<file path="src/rtl/regfile_write_arbiter_if.sv">
// Write-port bundle between the ALU/LSU result sources and the register file write arbiter.
// The master side drives the results, and the slave side (the arbiter) drives the register file port and the status signals.
interface regfile_write_arbiter_if #(
  parameter int DEPTH = 4
) ();
  localparam int AW = $clog2(DEPTH);

  logic          alu_valid;
  logic [4:0]    alu_rd;
  logic [31:0]   alu_data;
  logic          lsu_valid;
  logic          lsu_ready;
  logic [4:0]    lsu_rd;
  logic [31:0]   lsu_data;
  logic          we3;
  logic [4:0]    a3;
  logic [31:0]   wd3;
  logic [31:0]   pending;
  logic [AW:0]   level;

  modport master (
    output alu_valid, alu_rd, alu_data, lsu_valid, lsu_rd, lsu_data,
    input  lsu_ready, we3, a3, wd3, pending, level
  );

  modport slave (
    input  alu_valid, alu_rd, alu_data, lsu_valid, lsu_rd, lsu_data,
    output lsu_ready, we3, a3, wd3, pending, level
  );
endinterface

</file>
<file path="src/rtl/regfile_write_arbiter.sv">
// Sole driver of the register file write port: the ALU writes with 1-cycle latency, and loads are queued and written at least 2 cycles after the push.
// The ALU always wins the port. LSU backpressure comes from the registered FIFO level, and a younger ALU write kills queued writes to the same register.
module regfile_write_arbiter #(
  parameter int DEPTH = 4
) (
  input  logic                  clk_i,
  input  logic                  rst_ni,
  regfile_write_arbiter_if.slave bus
);
  localparam int          AW   = $clog2(DEPTH);
  localparam logic [AW:0] FULL = (AW+1)'(DEPTH);

  logic [4:0]       rd_q   [DEPTH];
  logic [31:0]      data_q [DEPTH];
  logic [DEPTH-1:0] live_q, live_d;
  logic [AW-1:0]    wptr_q, rptr_q;
  logic [AW:0]      level_q, level_d;
  logic             we3_q, we3_d;
  logic [4:0]       a3_q, a3_d;
  logic [31:0]      wd3_q, wd3_d;

  logic alu_eff, push, head_vld, head_live, pop, drain;

  always_comb begin
    alu_eff   = bus.alu_valid && (bus.alu_rd != 5'd0);
    // A same-register push alongside an ALU write is older and already superseded.
    push      = bus.lsu_valid && (level_q != FULL) && (bus.lsu_rd != 5'd0)
                && !(alu_eff && (bus.lsu_rd == bus.alu_rd));
    head_vld  = (level_q != '0);
    head_live = live_q[rptr_q];
    drain     = head_vld && head_live && !alu_eff;
    pop       = head_vld && (!head_live || !alu_eff);

    we3_d = alu_eff || drain;
    a3_d  = a3_q;
    wd3_d = wd3_q;
    if (alu_eff) begin
      a3_d  = bus.alu_rd;
      wd3_d = bus.alu_data;
    end else if (drain) begin
      a3_d  = rd_q[rptr_q];
      wd3_d = data_q[rptr_q];
    end

    live_d = live_q;
    for (int i = 0; i < DEPTH; i++) begin
      if (alu_eff && (rd_q[i] == bus.alu_rd)) live_d[i] = 1'b0;
    end
    if (pop)  live_d[rptr_q] = 1'b0;
    if (push) live_d[wptr_q] = 1'b1;

    level_d = level_q + (AW+1)'(push) - (AW+1)'(pop);
  end

  always_ff @(posedge clk_i or negedge rst_ni) begin
    if (!rst_ni) begin
      for (int i = 0; i < DEPTH; i++) begin
        rd_q[i]   <= '0;
        data_q[i] <= '0;
      end
      live_q  <= '0;
      wptr_q  <= '0;
      rptr_q  <= '0;
      level_q <= '0;
      we3_q   <= 1'b0;
      a3_q    <= '0;
      wd3_q   <= '0;
    end else begin
      if (push) begin
        rd_q[wptr_q]   <= bus.lsu_rd;
        data_q[wptr_q] <= bus.lsu_data;
        wptr_q         <= wptr_q + AW'(1);
      end
      if (pop) rptr_q <= rptr_q + AW'(1);
      live_q  <= live_d;
      level_q <= level_d;
      we3_q   <= we3_d;
      a3_q    <= a3_d;
      wd3_q   <= wd3_d;
    end
  end

  // Popped entries are always cleared, so only occupied slots can carry a live bit.
  always_comb begin
    bus.pending = '0;
    for (int i = 0; i < DEPTH; i++) begin
      if (live_q[i]) bus.pending[rd_q[i]] = 1'b1;
    end
    bus.pending[0] = 1'b0;
  end

  assign bus.lsu_ready = (level_q != FULL);
  assign bus.level     = level_q;
  assign bus.we3       = we3_q;
  assign bus.a3        = a3_q;
  assign bus.wd3       = wd3_q;
endmodule

</file>
<file path="src/flat_wrapper.sv">
// flat-port wrapper written by rule: the top's interface ports become plain ports
module regfile_write_arbiter_flat 
#(
  parameter int DEPTH = 4
)
  (clk_i, rst_ni, bus_alu_valid, bus_alu_rd, bus_alu_data, bus_lsu_valid, bus_lsu_rd, bus_lsu_data, bus_lsu_ready, bus_we3, bus_a3, bus_wd3, bus_pending, bus_level);
  regfile_write_arbiter_if #(.DEPTH(DEPTH)) bus_i ();
  input  logic clk_i;
  input  logic rst_ni;
  input wire logic [$bits(bus_i.alu_valid)-1:0] bus_alu_valid;
  input wire logic [$bits(bus_i.alu_rd)-1:0] bus_alu_rd;
  input wire logic [$bits(bus_i.alu_data)-1:0] bus_alu_data;
  input wire logic [$bits(bus_i.lsu_valid)-1:0] bus_lsu_valid;
  input wire logic [$bits(bus_i.lsu_rd)-1:0] bus_lsu_rd;
  input wire logic [$bits(bus_i.lsu_data)-1:0] bus_lsu_data;
  output wire logic [$bits(bus_i.lsu_ready)-1:0] bus_lsu_ready;
  output wire logic [$bits(bus_i.we3)-1:0] bus_we3;
  output wire logic [$bits(bus_i.a3)-1:0] bus_a3;
  output wire logic [$bits(bus_i.wd3)-1:0] bus_wd3;
  output wire logic [$bits(bus_i.pending)-1:0] bus_pending;
  output wire logic [$bits(bus_i.level)-1:0] bus_level;
  assign bus_i.alu_valid = bus_alu_valid;
  assign bus_i.alu_rd = bus_alu_rd;
  assign bus_i.alu_data = bus_alu_data;
  assign bus_i.lsu_valid = bus_lsu_valid;
  assign bus_i.lsu_rd = bus_lsu_rd;
  assign bus_i.lsu_data = bus_lsu_data;
  assign bus_lsu_ready = bus_i.lsu_ready;
  assign bus_we3 = bus_i.we3;
  assign bus_a3 = bus_i.a3;
  assign bus_wd3 = bus_i.wd3;
  assign bus_pending = bus_i.pending;
  assign bus_level = bus_i.level;
  regfile_write_arbiter #(.DEPTH(DEPTH)) u_core (.clk_i(clk_i), .rst_ni(rst_ni), .bus(bus_i));
endmodule
</file>
<file path="config.mk">
export PLATFORM = sky130hd
export DESIGN_NAME = regfile_write_arbiter_flat
export DESIGN_NICKNAME = d
export VERILOG_FILES = /design/src/rtl/regfile_write_arbiter_if.sv /design/src/rtl/regfile_write_arbiter.sv /design/src/flat_wrapper.sv
export SDC_FILE = /design/constraint.sdc
export NUM_CORES = 1
export LEC_CHECK = 0
export ABC_AREA = 1
export BUFFER_PORTS_ARGS = -buffer_cell sky130_fd_sc_hd__buf_2
export CELL_PAD_IN_SITES_DETAIL_PLACEMENT = 1
export CELL_PAD_IN_SITES_GLOBAL_PLACEMENT = 1
export CORE_MARGIN = 2
export CORE_UTILIZATION = 43
export CTS_CLUSTER_DIAMETER = 150
export DETAILED_ROUTE_END_ITERATION = 7
export PLACE_DENSITY = 0.83
export SYNTH_ARGS = -nofsm -noshare
export SYNTH_HDL_FRONTEND = slang
export SYNTH_SLANG_ARGS = --single-unit
</file>
<file path="constraint.sdc">
create_clock -name clk_i -period 2.9 [get_ports clk_i]
set_input_delay 0.29 -clock clk_i [delete_from_list [all_inputs] [get_ports clk_i]]
set_output_delay 0.29 -clock clk_i [all_outputs]
set_load 0.01 [all_outputs]
</file>
==> summary.md, run 1 <==
| Metric | Value |
|---|---|
| Status | finished, final reports clean |
| Setup CP Type | reg -> reg |
| Final nets | 1557 |
| Count of flip-flops with a built-in enable after synthesis | 0 |
| Hpwl dp | 23.2 mm |
| Critical Path AT | 2740 ps |
| Die Span X | 163 um |
| Most frequent cells after synthesis | nand2_1 (388), dfrtp_1 (197), nand4_1 (148), nor2_1 (141), o21ai_0 (113) |
| Fmax | 412 MHz |
| Synthesis warning total | 0 |
| Syn nets | 1481 |
| TritonCTS Buffers | 17 |
| Worst Hold Class | in -> reg |
| CP dominant cell by count | nand2_1 |
| Clock transition at the registers of the reported paths | 80 ps |
| FF+latch count, synth | 197 |
| Cell-by-cell trace of the critical path | inv_2 > nand2_1 > nand3_1 > nand2_1 > nand2_1 > nand2_1 > inv_1 > nand2_1 > o21ai_0 > ha_1 > fa_1 > xor2_1 |
| Max transition margin | 0.375 |
| Drt first pass iters | 5 |
| Simple-gate area share of the yosys netlist | 0.318 |
| H-tree depth | 4 |
| Slew @ Worst Pin | 938 ps |
| Mean Syn Cell Area | 7.84 sq um |
| Pin count of the biggest net entering global routing | 105 |
| Clock latency on the worst-skew pair | 440 ps |
| Die ar. | 26700 sq um |
| DRT antenna net count | 0 |
| GR Overflow Total | 0 |
| # rows | 58 |
| Die H | 163 um |
| Tmin final | 2430 ps |
| Port bufs | 150 |
| Core region area | 25000 sq um |
| Post-Layout Inst Area | 12300 sq um |
| Fin Hold WS | 136 ps |
| Slew Limit Fails | 0 |
| Multiplexer area fraction after synthesis | 0 |
| Crit path largest cell delay | 560 ps |
| Drc violations | 0 |
| CTS Buffer Depth | 2 |
| DR vias/cell | 5.95 |
| Critical path's slowest cell | dfrtp_2 |
| Top cell type's share of synthesized area | 0.451 |
| Largest family of logic cells by synthesized area | simple AND/OR/NAND/NOR gates |
| Netlist cell types | 31 |
| Critical Path Source Type | flop |
| Register area share after synthesis | 0.451 |
| Leading area contributor after synthesis | dfrtp_1 |
| Pleak | 0.00602 uW |
| Crit path capture type | flop |
| Synth Area in Adders | 0.0121 |
| Syn Std Cell Area | 10900 sq um |
| Most frequent cell after synthesis | nand2_1 |
| GR Util All Layers | 0.286 |
| First-pass GRT wire length | 60.0 mm |
| MaxCap Viol Count | 0 |
| Placed cell area | 11700 sq um |
| Clock Tree Root | clkbuf_16 |
| CP required | 3210 ps |
| Final hold violation count | 0 |
| Vias in the first global route | 11000 |
| Initial antenna violation count | 0 |
| Dominant synthesized flop cell | dfrtp_1 |
| Ys async rst share | 1.00 |
| CP Max Fanout | 20 |
| Clk_skew | 14.8 ps |
| Starting DRT DRC Count | 859 |
| Clock sink count | 197 |
| Routability-driven placement congestion ratio | 0.910 |
| RSZ-0062 raised after global routing | no |
| Top cells by area, synth | dfrtp_1 (45%), nand2_1 (13%), nand4_1 (8.5%), o21ai_0 (5.2%), nor2_1 (4.8%) |
| Final setup violation count | 0 |
| Synthesized instance count | 1393 |
| Setup Buffers After CTS | 0 |
| I/O pin count | 152 |
| Total Wirelength | 37.7 mm |
| Crit share post-route | 0.836 |
| Setup_tns | 0 ps |
| Layout cells sized above 1 | 0.153 |
| Post-synthesis compound-gate area fraction | 0.123 |
| Tot Pwr | 14100 uW |
| CTS tree | yes |
| Pwr dens | 1150 nW/um^2 |
| Starting Density | 0.436 |
| WL per Instance | 20.8 um |
| Fillcell total | 3141 |
| Post-Synth XOR/XNOR Area | 0.0184 |
| Layout area overhead | 12.9% |
| Maximum VDD drop | 0.522 mV |
| Via count | 10800 |
-- critical path: cells and delay by family (launching register included) --
| family | cells | cell delay (ps) |
|---|---|---|
| AND/OR/NAND/NOR | 6 | 550 |
| XOR/XNOR | 1 | 170 |
| flip-flops | 1 | 560 |
| adder cells (fa/ha/maj) | 2 | 580 |
| AO/OA/AOI/OAI | 1 | 100 |
| buffers and inverters | 2 | 350 |
-- metal layers --
metal | GRT usage | routed length (um)
met5 | 0 | 0
met3 | 0.0432 | 2330
met4 | 0.0768 | 576
met2 | 0.477 | 18200
met1 | 0.390 | 16600
-- report_power, final --
part	switching, uW	internal, uW	total, uW	leakage [uW]
clock	1100	1320	2430	0.000280
combinational	4460	2150	6610	0.00329
sequential	1040	4050	5090	0.00245
-- registers in the layout, indices dropped and copies added, names as in the netlist --
register,cells
u_core.bus.a3,5
u_core.rptr_q,2
u_core.bus.wd3,32
u_core.live_q,4
u_core.rd_q,20
u_core.bus.level,3
u_core.bus.we3,1
u_core.wptr_q,2
u_core.data_q,128
-- stage by stage --
stage,std cells,utilization,setup slack [ps]
after global routing,1811,0.492,214
after CTS,1811,0.492,464
after global placement,1779,0.469,588
final,1813,0.492,474
after detailed placement,1779,0.469,472
after floorplan,1393,-,810
-- placed cells by master (no fill, tap or decap), types with 2 or more instances in the layout --
| cell | count |
|---|---|
| nand2_1 | 388 |
| dfrtp_1 | 195 |
| buf_2 | 149 |
| nand4_1 | 148 |
| nor2_1 | 141 |
| o21ai_0 | 113 |
| nand3_1 | 95 |
| inv_1 | 33 |
| o221ai_1 | 31 |
| o22a_1 | 30 |
| o21ai_1 | 29 |
| clkbuf_16 | 17 |
| buf_4 | 17 |
| xnor2_1 | 14 |
| a21oi_1 | 14 |
| xor2_1 | 9 |
| buf_12 | 9 |
| inv_2 | 6 |
| nand3_2 | 5 |
| ha_1 | 5 |
| ha_2 | 4 |
| clkbuf_8 | 3 |
| inv_6 | 3 |
| diode_2 | 2 |
| nand2_2 | 2 |
| bufinv_16 | 2 |
| clkinv_2 | 2 |
| clkinvlp_4 | 2 |
| clkbuf_1 | 2 |
| dfrtp_2 | 2 |
-- area by class of cell --
| cell class | count | area (sq um) | share of cell area |
|---|---|---|---|
| Clock inverter | 10 | 120 | 0.00974 |
| Antenna cell | 2 | 5.00 | 0.000406 |
| Timing Repair Buffer | 177 | 1080 | 0.0874 |
| Sequential cell | 197 | 4930 | 0.400 |
| Inverter | 40 | 150 | 0.0122 |
| Tap cell | 330 | 413 | 0.0335 |
| Multi-Input combinational cell | 1036 | 5170 | 0.419 |
| Clock buffer | 21 | 460 | 0.0373 |
-- cell families after synthesis --
family / count (synthesis)
AOI/OAI and AO/OA: 220
other: 1
DFF: 197
and+or+nand+nor: 782
buffers and inverters: 160
adders and majority gates: 10
xor gates and xnor gates: 23
-- path summary, 6_finish.rpt --
| kind | startpoint | endpoint | slack (ps) | cells after the start |
|---|---|---|---|---|
| min in group asynchronous | rst_ni | u_core.data_q[22]$_DFFE_PN0P_ | 420 | 2 |
| worst min-delay path | bus_lsu_data[5] | u_core.data_q[101]$_DFFE_PN0P_ | 140 | 3 |
| worst max register to register | u_core.rptr_q[0]$_DFFE_PN0P_ | u_core.bus.level[2]$_DFF_PN0_ | 470 | 12 |
| worst min register to register | u_core.data_q[5]$_DFFE_PN0P_ | u_core.data_q[5]$_DFFE_PN0P_ | 470 | 2 |
| max in group asynchronous | rst_ni | u_core.bus.wd3[13]$_DFFE_PN0P_ | 1660 | 3 |
| worst max-delay path | u_core.rptr_q[0]$_DFFE_PN0P_ | u_core.bus.level[2]$_DFF_PN0_ | 470 | 12 |
-- timing repair --
item	CTS	global route
resized for setup	0	0
hold buffers	1	0
hold endpoints to repair	70	0
No activity file was read; power rests on OpenSTA's default activity.
==> inputs of run 2 (changes only) <==
clock period = 2.3 ns   (was 2.9 ns; I/O delays follow)
==> summary.md, run 2 (synthesis results as in run 1) <==
| Metric | Value |
|---|---|
| Status | finished, final reports clean (unchanged) |
| Final non-filler cell total | 1820 (was 1813) |
| MaxCap Viol Count | 0 (unchanged) |
| CTS Buffer Depth | 2 (unchanged) |
| Max layer used | met5 (was met4) |
| Fillcell total | 3114 (was 3141) |
| Pleak | 0.00608 uW (was 0.00602 uW) |
| Die H | 163 um (unchanged) |
| DR vias/cell | 5.94 (was 5.95) |
| Pwr dens | 1450 nW/um^2 (was 1150 nW/um^2) |
| Post-cts sizing count | 0 (unchanged) |
| Setup Buffers After CTS | 0 (unchanged) |
| Final setup violation count | 0 (unchanged) |
| Final hold violation count | 0 (unchanged) |
| Cell-internal power | 9650 uW (was 7520 uW) |
| Setup_tns | 0 ps (unchanged) |
| Total Wirelength | 37.4 mm (was 37.7 mm) |
| TritonCTS Buffers | 17 (unchanged) |
| DP Worst Slack | 160 ps (was 472 ps) |
| Met1 Wirelength | 16.6 mm (about the same) |
| Multi-input logic area | 5170 sq um (unchanged) |
| Most common cell after layout, fill and taps aside | nand2_1 (unchanged) |
| Switching Fraction | 0.464 (was 0.468) |
| Maximum VDD drop | 0.806 mV (was 0.522 mV) |
| Drc violations | 0 (unchanged) |
| Port bufs | 150 (unchanged) |
| Placed cells | 1787 (was 1779) |
| H-tree depth | 4 (unchanged) |
| Clock Tree Root | clkbuf_16 (unchanged) |
| Starting Density | 0.436 (unchanged) |
| Post-Layout Inst Area | 12400 sq um (was 12300 sq um) |
| CTS tree | yes (unchanged) |
| I/O pin count | 152 (unchanged) |
| Switch Pwr | 8350 uW (was 6610 uW) |
| Setup CP Type | reg -> out (was reg -> reg) |
| Clock Power Share | 0.176 (was 0.172) |
| Met2 WL post-DR | 18.2 mm (about the same) |
| # rows | 58 (unchanged) |
| Layout cells sized above 1 | 0.160 (was 0.153) |
| Via count | 10800 (about the same) |
| Die ar. | 26700 sq um (unchanged) |
| Worst Hold Class | in -> reg (unchanged) |
| Fmax | 449 MHz |
| Max transition margin | 0.445 (was 0.375) |
| Placed cell area | 11800 sq um (was 11700 sq um) |
| Final nets | 1565 (was 1557) |
| Tot Pwr | 18000 uW (was 14100 uW) |
| Die Span X | 163 um (unchanged) |
| Slew Limit Fails | 0 (unchanged) |
| Clk_skew | 20.3 ps (was 14.8 ps) |
| Max FFs per register | 128 (unchanged) |
| Register Area | 4930 sq um (unchanged) |
| Clock transition at the registers of the reported paths | 80 ps (about the same) |
| Routability-driven placement congestion ratio | 0.947 (was 0.910) |
| Critical Path AT | 2000 ps (was 2740 ps) |
| Clock latency on the worst-skew pair | 450 ps (was 440 ps) |
| Met3 WL | 1.88 mm (was 2.33 mm) |
| CP required | 2070 ps (was 3210 ps) |
| Tmin final | 2230 ps |
| Drt first pass iters | 5 (unchanged) |
| Top reg by flops | u_core.data_q (unchanged) |
| Sequential power share | 0.355 (was 0.360) |
| Pin count of the biggest net entering global routing | 124 (was 105) |
| Vias in the first global route | 11200 (was 11000) |
| Final worst slack | 71.4 ps (was 474 ps) |
| WL per Instance | 20.6 um (was 20.8 um) |
| First-pass GRT wire length | 59.9 mm (was 60.0 mm) |
| Starting DRT DRC Count | 886 (was 859) |
| GR Util All Layers | 0.285 (was 0.286) |
| N_diodes | 0 (was 2) |
| Hpwl dp | 23.2 mm (about the same) |
| Critical Path Source Type | flop (unchanged) |
| CP Max Fanout | 8 (was 20) |
| Most frequent cells in the layout | nand2_1 (388), dfrtp_1 (195), buf_2 (149) (unchanged) |
| GR Overflow Total | 0 (unchanged) |
| Initial antenna violation count | 1 (was 0) |
| Crit path capture type | output port (was flop) |
| Logic pwr share | 0.469 (was 0.468) |
| DRT antenna net count | 0 (unchanged) |
| Slew @ Worst Pin | 833 ps (was 938 ps) |
| Core region area | 25000 sq um (unchanged) |
| RSZ-0062 raised after global routing | no (unchanged) |
| Clock sink count | 197 (unchanged) |
| Crit share post-route | 0.969 |
| Layout area overhead | 14.0% (was 12.9%) |
==> run 2: changes by cell type in the layout (fill, tap and decap cells not counted), sizes merged <==
cell / change
buf: +8
clkinv: -1
diode: -2
inv: +2
==> run 2: path summary, 6_finish.rpt <==
kind / from / to / slack, ps / depth (start not counted)
max: u_core.rd_q[11]$_DFFE_PN0P_ / bus_pending[21] / 70 / 5
min: bus_alu_data[25] / u_core.bus.wd3[25]$_DFFE_PN0P_ / 70 / 3
max reg2reg: u_core.live_q[3]$_DFF_PN0_ / u_core.bus.level[2]$_DFF_PN0_ / 210 / 12
min reg2reg: u_core.data_q[127]$_DFFE_PN0P_ / u_core.data_q[127]$_DFFE_PN0P_ / 470 / 2
max in group asynchronous: rst_ni / u_core.data_q[80]$_DFFE_PN0P_ / 1160 / 3
min in group asynchronous: rst_ni / u_core.bus.wd3[22]$_DFFE_PN0P_ / 370 / 2
==> run 2: power by group through the flow <==
stage	combinational (uW)	sequential (uW)	clock (uW)
2_1_floorplan	5660	6070	0
3_3_place_gp	7990	6300	0
4_1_cts	8440	6350	3210
5_1_grt	9480	6560	3310
3_5_place_dp	8350	6370	0
6_report	8440	6390	3170
==> run 2: critical path, cell delays in order (launching register included) <==
cell      delay [ps]
dfrtp_1          460
inv_1            140
nand3_1          370
o22a_1           340
o221ai_1          90
buf_2            170
==> run 2: cell type report <==
type                    instances  share of cell area
well taps                     330              0.0332
repair buffers                185              0.0934
inverters                      40              0.0121
flip-flops and latches        197               0.396
clock inverters                11              0.0111
clock buffers                  21              0.0386
multi-input cells            1036               0.415
==> run 2: repair_timing <==
action,CTS,global route
hold buffers,1,0
setup endpoints to repair,0,0
hold endpoints to repair,64,0
==> run 2: stage by stage <==
step	utilization	hold slack (ps)
final	0.497	72.2
after global routing	0.497	78.2
after CTS	0.497	69.8
after detailed placement	0.472	292
after global placement	0.472	292
after floorplan	-	-65.6
==> run 2: layer usage <==
metal / up-vias / track usage
met3: 63 / 0.0404
met5: - / 0
li1: 4947 / -
met4: 2 / 0.0981
met2: 321 / 0.475
met1: 5475 / 0.380
